===== src/rtl/spi_pkg.sv =====
// rtl/spi_pkg.sv - shared state encoding and constants for the SPI byte master
//
// Purpose: state enumeration and sizing constants used by spi_byte_master
// and its helpers.
// Ports: none (package).

package spi_pkg;

    typedef enum logic [2:0] {
        ST_IDLE  = 3'd0,
        ST_SETUP = 3'd1,
        ST_HIGH  = 3'd2,
        ST_LOW   = 3'd3,
        ST_DONE  = 3'd4
    } spi_state_t;

    localparam int SPI_BITS        = 8;
    localparam int CLK_DIV_DEFAULT = 4;

endpackage : spi_pkg


===== src/rtl/spi_byte_master_if.sv =====
// rtl/spi_byte_master_if.sv - host-side request/response bundle for the SPI byte master
//
// Purpose: groups the start/busy handshake, the data bytes and the done pulse.
// Ports (signals):
//   start    host -> master  transfer request
//   tx_data  host -> master  byte to send
//   hold_cs  host -> master  keep cs_n low after this byte
//   busy     master -> host  transfer in progress
//   rx_data  master -> host  last received byte
//   done     master -> host  one-cycle completion pulse
// Modports: master = host side, slave = spi_byte_master side.

interface spi_byte_master_if;
    import spi_pkg::*;

    logic                start;
    logic [SPI_BITS-1:0] tx_data;
    logic                hold_cs;
    logic                busy;
    logic [SPI_BITS-1:0] rx_data;
    logic                done;

    modport master (
        output start,
        output tx_data,
        output hold_cs,
        input  busy,
        input  rx_data,
        input  done
    );

    modport slave (
        input  start,
        input  tx_data,
        input  hold_cs,
        output busy,
        output rx_data,
        output done
    );

endinterface : spi_byte_master_if


===== src/rtl/spi_phase_timer.sv =====
// rtl/spi_phase_timer.sv - half-period phase counter with clear and terminal count
//
// Purpose: counts clk cycles inside one FSM state; tc flags the last cycle.
// Ports:
//   clk    in   system clock
//   rst    in   asynchronous active-low reset
//   clear  in   force the count back to 0 on the next edge
//   tc     out  high while count == CLK_DIV-1

module spi_phase_timer #(
    parameter int DIV_W   = 8,
    parameter int CLK_DIV = 4
) (
    input  logic clk,
    input  logic rst,
    input  logic clear,
    output logic tc
);

    localparam logic [DIV_W-1:0] TC_VAL = DIV_W'(CLK_DIV - 1);

    logic [DIV_W-1:0] count;

    always_ff @(posedge clk or negedge rst) begin
        if (!rst) begin
            count <= '0;
        end else if (clear) begin
            count <= '0;
        end else begin
            count <= count + 1'b1;
        end
    end

    assign tc = (count == TC_VAL);

endmodule : spi_phase_timer


===== src/rtl/spi_byte_master.sv =====
// rtl/spi_byte_master.sv - SPI mode-0 MSB-first single-byte transfer engine
//
// Purpose: accepts a byte on start, shifts it out on mosi while sampling miso,
// returns the received byte and pulses done. cs_n may be held across bytes.
// Ports:
//   clk   in   system clock (rising edge)
//   rst   in   asynchronous active-low reset
//   bus   slave modport of spi_byte_master_if (start/tx_data/hold_cs in,
//         busy/rx_data/done out)
//   sclk  out  SPI clock, idles 0
//   mosi  out  SPI data out
//   miso  in   SPI data in, synchronous to clk
//   cs_n  out  chip select, active-low

module spi_byte_master
    import spi_pkg::*;
#(
    parameter int CLK_DIV = CLK_DIV_DEFAULT,
    parameter int DIV_W   = 8
) (
    input  logic               clk,
    input  logic               rst,
    spi_byte_master_if.slave   bus,
    output logic               sclk,
    output logic               mosi,
    input  logic               miso,
    output logic               cs_n
);

    localparam logic [2:0] LAST_BIT = 3'(SPI_BITS - 1);

    spi_state_t          state, state_nx;
    logic                tc;
    logic                clear;

    logic [SPI_BITS-1:0] tx_sr, tx_sr_d;
    logic [SPI_BITS-1:0] rx_sr, rx_sr_d;
    logic [2:0]          bit_cnt, bit_cnt_d;
    logic                hold_q, hold_d;
    logic                sclk_d, mosi_d, cs_n_d, busy_q, busy_d, done_q, done_d;
    logic [SPI_BITS-1:0] rx_q, rx_d;

    // Phase count restarts on every state change and stays parked in IDLE.
    assign clear = (state_nx != state) || (state == ST_IDLE);

    spi_phase_timer #(
        .DIV_W   (DIV_W),
        .CLK_DIV (CLK_DIV)
    ) u_timer (
        .clk   (clk),
        .rst   (rst),
        .clear (clear),
        .tc    (tc)
    );

    always_ff @(posedge clk or negedge rst) begin
        if (!rst) begin
            state   <= ST_IDLE;
            tx_sr   <= '0;
            rx_sr   <= '0;
            bit_cnt <= '0;
            hold_q  <= 1'b0;
            sclk    <= 1'b0;
            mosi    <= 1'b0;
            cs_n    <= 1'b1;
            busy_q  <= 1'b0;
            done_q  <= 1'b0;
            rx_q    <= '0;
        end else begin
            state   <= state_nx;
            tx_sr   <= tx_sr_d;
            rx_sr   <= rx_sr_d;
            bit_cnt <= bit_cnt_d;
            hold_q  <= hold_d;
            sclk    <= sclk_d;
            mosi    <= mosi_d;
            cs_n    <= cs_n_d;
            busy_q  <= busy_d;
            done_q  <= done_d;
            rx_q    <= rx_d;
        end
    end

    always_comb begin
        state_nx  = state;
        tx_sr_d   = tx_sr;
        rx_sr_d   = rx_sr;
        bit_cnt_d = bit_cnt;
        hold_d    = hold_q;
        sclk_d    = sclk;
        mosi_d    = mosi;
        cs_n_d    = cs_n;
        busy_d    = busy_q;
        done_d    = 1'b0;
        rx_d      = rx_q;

        case (state)
            ST_IDLE: begin
                if (bus.start) begin
                    state_nx  = ST_SETUP;
                    tx_sr_d   = bus.tx_data;
                    hold_d    = bus.hold_cs;
                    cs_n_d    = 1'b0;
                    mosi_d    = bus.tx_data[SPI_BITS-1];
                    busy_d    = 1'b1;
                    bit_cnt_d = '0;
                end
            end
            ST_SETUP: begin
                if (tc) begin
                    state_nx = ST_HIGH;
                    sclk_d   = 1'b1;
                end
            end
            ST_HIGH: begin
                if (tc) begin
                    // Sample at the falling edge, then present the next bit
                    // for the LOW half-period.
                    state_nx = ST_LOW;
                    sclk_d   = 1'b0;
                    rx_sr_d  = {rx_sr[SPI_BITS-2:0], miso};
                    tx_sr_d  = {tx_sr[SPI_BITS-2:0], 1'b0};
                    mosi_d   = tx_sr[SPI_BITS-2];
                end
            end
            ST_LOW: begin
                // The final bit also gets a full LOW half-period before DONE,
                // giving the slave hold time after the last falling edge and
                // a byte length of 17 half-periods including setup.
                if (tc) begin
                    if (bit_cnt == LAST_BIT) begin
                        state_nx = ST_DONE;
                        done_d   = 1'b1;
                        rx_d     = rx_sr;
                    end else begin
                        state_nx  = ST_HIGH;
                        sclk_d    = 1'b1;
                        bit_cnt_d = bit_cnt + 3'd1;
                    end
                end
            end
            ST_DONE: begin
                state_nx = ST_IDLE;
                busy_d   = 1'b0;
                mosi_d   = 1'b0;
                cs_n_d   = ~hold_q;
            end
            default: begin
                state_nx = ST_IDLE;
            end
        endcase
    end

    assign bus.busy    = busy_q;
    assign bus.done    = done_q;
    assign bus.rx_data = rx_q;

endmodule : spi_byte_master

===== src/flat_wrapper.sv =====
// flat-port wrapper written by rule: the top's interface ports become plain ports
module spi_byte_master_flat import spi_pkg::*;
#(
    parameter int CLK_DIV = CLK_DIV_DEFAULT,
    parameter int DIV_W   = 8
)
  (clk, rst, sclk, mosi, miso, cs_n, bus_start, bus_tx_data, bus_hold_cs, bus_busy, bus_rx_data, bus_done);
  spi_byte_master_if bus_i ();
  input  logic clk;
  input  logic rst;
  output logic sclk;
  output logic mosi;
  input  logic miso;
  output logic cs_n;
  input wire logic [$bits(bus_i.start)-1:0] bus_start;
  input wire logic [$bits(bus_i.tx_data)-1:0] bus_tx_data;
  input wire logic [$bits(bus_i.hold_cs)-1:0] bus_hold_cs;
  output wire logic [$bits(bus_i.busy)-1:0] bus_busy;
  output wire logic [$bits(bus_i.rx_data)-1:0] bus_rx_data;
  output wire logic [$bits(bus_i.done)-1:0] bus_done;
  assign bus_i.start = bus_start;
  assign bus_i.tx_data = bus_tx_data;
  assign bus_i.hold_cs = bus_hold_cs;
  assign bus_busy = bus_i.busy;
  assign bus_rx_data = bus_i.rx_data;
  assign bus_done = bus_i.done;
  spi_byte_master #(.CLK_DIV(CLK_DIV), .DIV_W(DIV_W)) u_core (.clk(clk), .rst(rst), .bus(bus_i), .sclk(sclk), .mosi(mosi), .miso(miso), .cs_n(cs_n));
endmodule

===== config.mk =====
export PLATFORM = sky130hd
export DESIGN_NAME = spi_byte_master_flat
export DESIGN_NICKNAME = d
export VERILOG_FILES = /design/src/rtl/spi_pkg.sv /design/src/rtl/spi_byte_master_if.sv /design/src/rtl/spi_phase_timer.sv /design/src/rtl/spi_byte_master.sv /design/src/flat_wrapper.sv
export SDC_FILE = /design/constraint.sdc
export NUM_CORES = 1
export LEC_CHECK = 0
export ABC_AREA = 1
export BUFFER_PORTS_ARGS = -buffer_cell sky130_fd_sc_hd__buf_2
export CAP_MARGIN = 25
export CORE_ASPECT_RATIO = 1.4
export CORE_MARGIN = 4
export CORE_UTILIZATION = 25
export CTS_CLUSTER_DIAMETER = 150
export DETAILED_ROUTE_END_ITERATION = 8
export MAX_ROUTING_LAYER = met4
export PLACE_DENSITY = 0.49
export RECOVER_POWER = 100
export SLEW_MARGIN = 40
export SYNTH_ARGS = -nofsm -noshare
export SYNTH_HDL_FRONTEND = slang
export SYNTH_SLANG_ARGS = --single-unit

===== constraint.sdc =====
create_clock -name clk -period 1.81 [get_ports clk]
set_clock_uncertainty 0.15 [all_clocks]
set_input_delay 0.362 -clock clk [delete_from_list [all_inputs] [get_ports clk]]
set_output_delay 0.362 -clock clk [all_outputs]
set_load 0.03 [all_outputs]

==> results.txt <==
Across the VDD grid, the largest voltage drop is 0.784 mV. The die outline height is 114 um. The worst setup path is captured at a register.

Relative to the synthesized area, the layout overhead comes to 17.0%. The number of standard cells in the layout, taps in and fillers out is 354. The number of antenna violations at the first check in global routing came out at 0. The first-pass iteration count of the detailed router came out at 4. After detailed routing, the number of remaining DRC violations is 0. The share of final-layout standard cells stronger than drive strength 1 is 0.157.

The async set-or-reset flop fraction in the synthesized netlist is 1.00. Counting every net in the synthesized netlist gives 236. The count of warnings emitted by yosys came out at 0. The number of global-route vias before repair was ~1600. The number of distinct library cells after synthesis is 29. The slowest cell on the critical path is sky130_fd_sc_hd__dfrtp_1. The most common cell after layout, fill and taps aside is sky130_fd_sc_hd__nand2_1. Measured along the x axis, the die boundary spans 83.5 um.

CTS built an H-tree with a depth of 2. The upper clock frequency limit came out at 597 MHz. The power density relative to cell area is about 1300 nW/um2. The max capacitance violation total came out at 0. The standard-cell row count is 38.

The instance area after placement is 2260 um2. Setup repair after global routing left no endpoint under its margin. The highest net fanout along the worst path came out at 14. Across all register-to-register paths, the minimum setup slack is 0.13 ns. The core outline area came out at ~7700 um2. The min-delay analysis places its worst path in the category in2reg. The top cell types in the final layout, fill and taps aside, are sky130_fd_sc_hd__nand2_1, sky130_fd_sc_hd__dfrtp_1, sky130_fd_sc_hd__inv_1. The run finished with clean final reports.

Routability-driven placement finished with a final weighted congestion of 0.850. On the worst path, the slowest cell contributes a delay of 0.46 ns. The final-layout setup total negative slack is 0 ns. The deepest clock path buffer count came out at 2. Counting flops and latches in the post-synthesis netlist gives 43. The number of antenna diodes is 0. For this run, the register share of the synthesized area comes to 0.539. The remaining global-route overflow came out at 0. The TritonCTS sink count is 43. The largest net degree at the start of global routing came out at 44. The sum of net half-perimeters after detailed placement is 2970 um. The final clock period utilization by the worst path is 0.926. The routed layout has ~1500 vias. The normalized max-slew margin came out at 0.601.

The clock tree root driver cell is sky130_fd_sc_hd__clkbuf_8. The post-route cell area came out at 2340 um2. The die covers 9500 um2.

STA puts the critical path data arrival time at 1.71 ns. For this configuration, the core starts out at a cell density of 0.258. The critical setup path kind is reg2reg.

The later pin in the worst-skew pair is clocked with a latency of between 0.2 and 0.3 ns. For this run, the total global-route usage over all layers was measured as 0.0957. The final layout contains routed wiring with a total length of approximately 4000 um. The final net count is 269. Dividing the detail-routed wire length by the instance count gives approximately 11 um. The final setup violation count came out at 0.

The number of placed instances with taps included came out at around 350. The signal on the critical path passes through nor2_1, inv_2, nor2_1, nand2_2, nand2_4, nor2_4, nand3_4, nor2_1. The cell occurring most often along the worst timing path is sky130_fd_sc_hd__nor2_1. In the synthesized netlist the dominant register cell turns out to be sky130_fd_sc_hd__dfrtp_1. TritonCTS built the clock tree. Clock-pin slew was measured on the worst setup and hold paths at 0.08 ns.

The count of routing violations after the opening detailed-route iteration came out at 86. The number of buffers created by CTS is 5. The via density per instance is 4.18.

The post-layout minimum cycle time came out at 1.68 ns. The number of nets with antenna violations after routing came out at 0. The number of hold-slack violations in the final timing report came out at 0.

The synthesized netlist cell count is 220. The top-level I/O count is 26. The worst hold-check slack is 0.119 ns. The number of port buffers is 25. STA classifies the critical path startpoint as a register. The average instance in the mapped netlist occupies 9.08 um2. The count of flip-flops with a built-in enable after synthesis is 0. The first global-routing pass estimated 7200 um of wire. The cell area after technology mapping is 2000 um2.

At the pin with the least slew margin, the transition time is 0.598 ns. The worst path required time is 1.85 ns. The utilization of the core after routing came out at 0.301. The static leakage power came out at about 1.1 nW. The number of pins exceeding their max-slew limit in the final report is 0.
==> per-stage QoR <==
| stage | worst slack, ns | total power [mW] |
|---|---|---|
| 2_1_floorplan | 0.247 | 2.03 |
| 3_3_place_gp | 0.138 | 2.24 |
| 3_5_place_dp | 0.118 | 2.25 |
| 4_1_cts | 0.0993 | 3.05 |
| 5_1_grt | 0.00804 | 3.21 |
| 6_report | 0.134 | 2.97 |
==> path summary, 6_finish.rpt <==
kind,start,to,cells after the start
worst max-delay path,u_core.state[1]$_DFF_PN0_,u_core.u_timer.count[7]$_DFF_PN0_,8
max in group asynchronous,rst,u_core.tx_sr[5]$_DFFE_PN0P_,3
worst max register to register,u_core.state[1]$_DFF_PN0_,u_core.u_timer.count[7]$_DFF_PN0_,8
min in group asynchronous,rst,u_core.rx_sr[1]$_DFFE_PN0P_,3
worst min-delay path,bus_hold_cs,u_core.hold_q$_DFFE_PN0P_,3
worst min register to register,u_core.hold_q$_DFFE_PN0P_,u_core.cs_n$_DFFE_PN1P_,1
==> sequential cells by signal, summed over array words and instances (netlist names), 3 cells and up <==
register	cells
u_core.u_timer.count	8
u_core.tx_sr	7
u_core.bit_cnt	3
u_core.state	3
u_core.rx_sr	8
u_core.bus.rx_data	8
==> cells by family (layout without fill, tap and decap cells) <==
group                    Yosys count  count (layout)  synth area share
flip-flops                        43              43             0.539
AND/OR/NAND/NOR                   89              89             0.211
adder cells (fa/ha/maj)            3               3            0.0188
buffers and inverters             40              74            0.0840
AO/OA/AOI/OAI                     39              39             0.121
XOR/XNOR                           6               6            0.0263
==> synth_stat cells (3+ instances only) <==
cell,count,area (um2)
sky130_fd_sc_hd__o211ai_1,4,30.0
sky130_fd_sc_hd__o21ai_1,4,20.0
sky130_fd_sc_hd__inv_2,3,11.3
sky130_fd_sc_hd__dfrtp_1,42,1050
sky130_fd_sc_hd__nand3_1,10,50.1
sky130_fd_sc_hd__xor2_1,4,35.0
sky130_fd_sc_hd__nand2_1,50,188
sky130_fd_sc_hd__inv_1,33,124
sky130_fd_sc_hd__ha_1,3,37.5
sky130_fd_sc_hd__o21ai_0,22,110
sky130_fd_sc_hd__nor2_1,17,63.8
sky130_fd_sc_hd__o211ai_2,3,37.5
sky130_fd_sc_hd__o21ai_2,3,26.3
==> where the power goes <==
part / internal (mW) / switching (mW) / leakage, nW
registers: 1.19 / 0.130 / 0.548
logic: 0.304 / 0.574 / 0.519
clock network: 0.447 / 0.326 / 0.0612
total: 1.94 / 1.03 / 1.13
==> cell type report <==
| type | instances | area [um2] |
|---|---|---|
| Inverter | 36 | 135 |
| Clock buffer | 6 | 82.6 |
| Sequential cell | 43 | 1080 |
| Timing Repair Buffer | 30 | 146 |
| Multi-Input combinational cell | 137 | 734 |
| Tap cell | 100 | 125 |
| Fill cell | 840 | 5410 |
| Clock inverter | 2 | 35.0 |
==> worst max-delay path, delay by kind of cell (launching register included) <==
family                 cells  cell delay [ns]
and+or+nand+nor            7             0.88
buffers and inverters      1             0.08
DFF                        1             0.46
==> repair_timing <==
item / in CTS / in global routing
resized for setup: 0 / 1
hold buffers: 1 / 0
hold endpoints to repair: 42 / 0
buffers inserted: 0 / 0
setup endpoints to repair: 0 / 1
==> layer usage <==
layer / track usage / wire [um] / up-vias
li1: - / - / 756
met1: 0.108 / 1780 / 701
met2: 0.168 / 2050 / 18
met3: 0.0123 / 79 / 5
met4: 0.0451 / 97 / 0
met5: - / 0 / -
No activity file was read; power rests on OpenSTA's default activity.
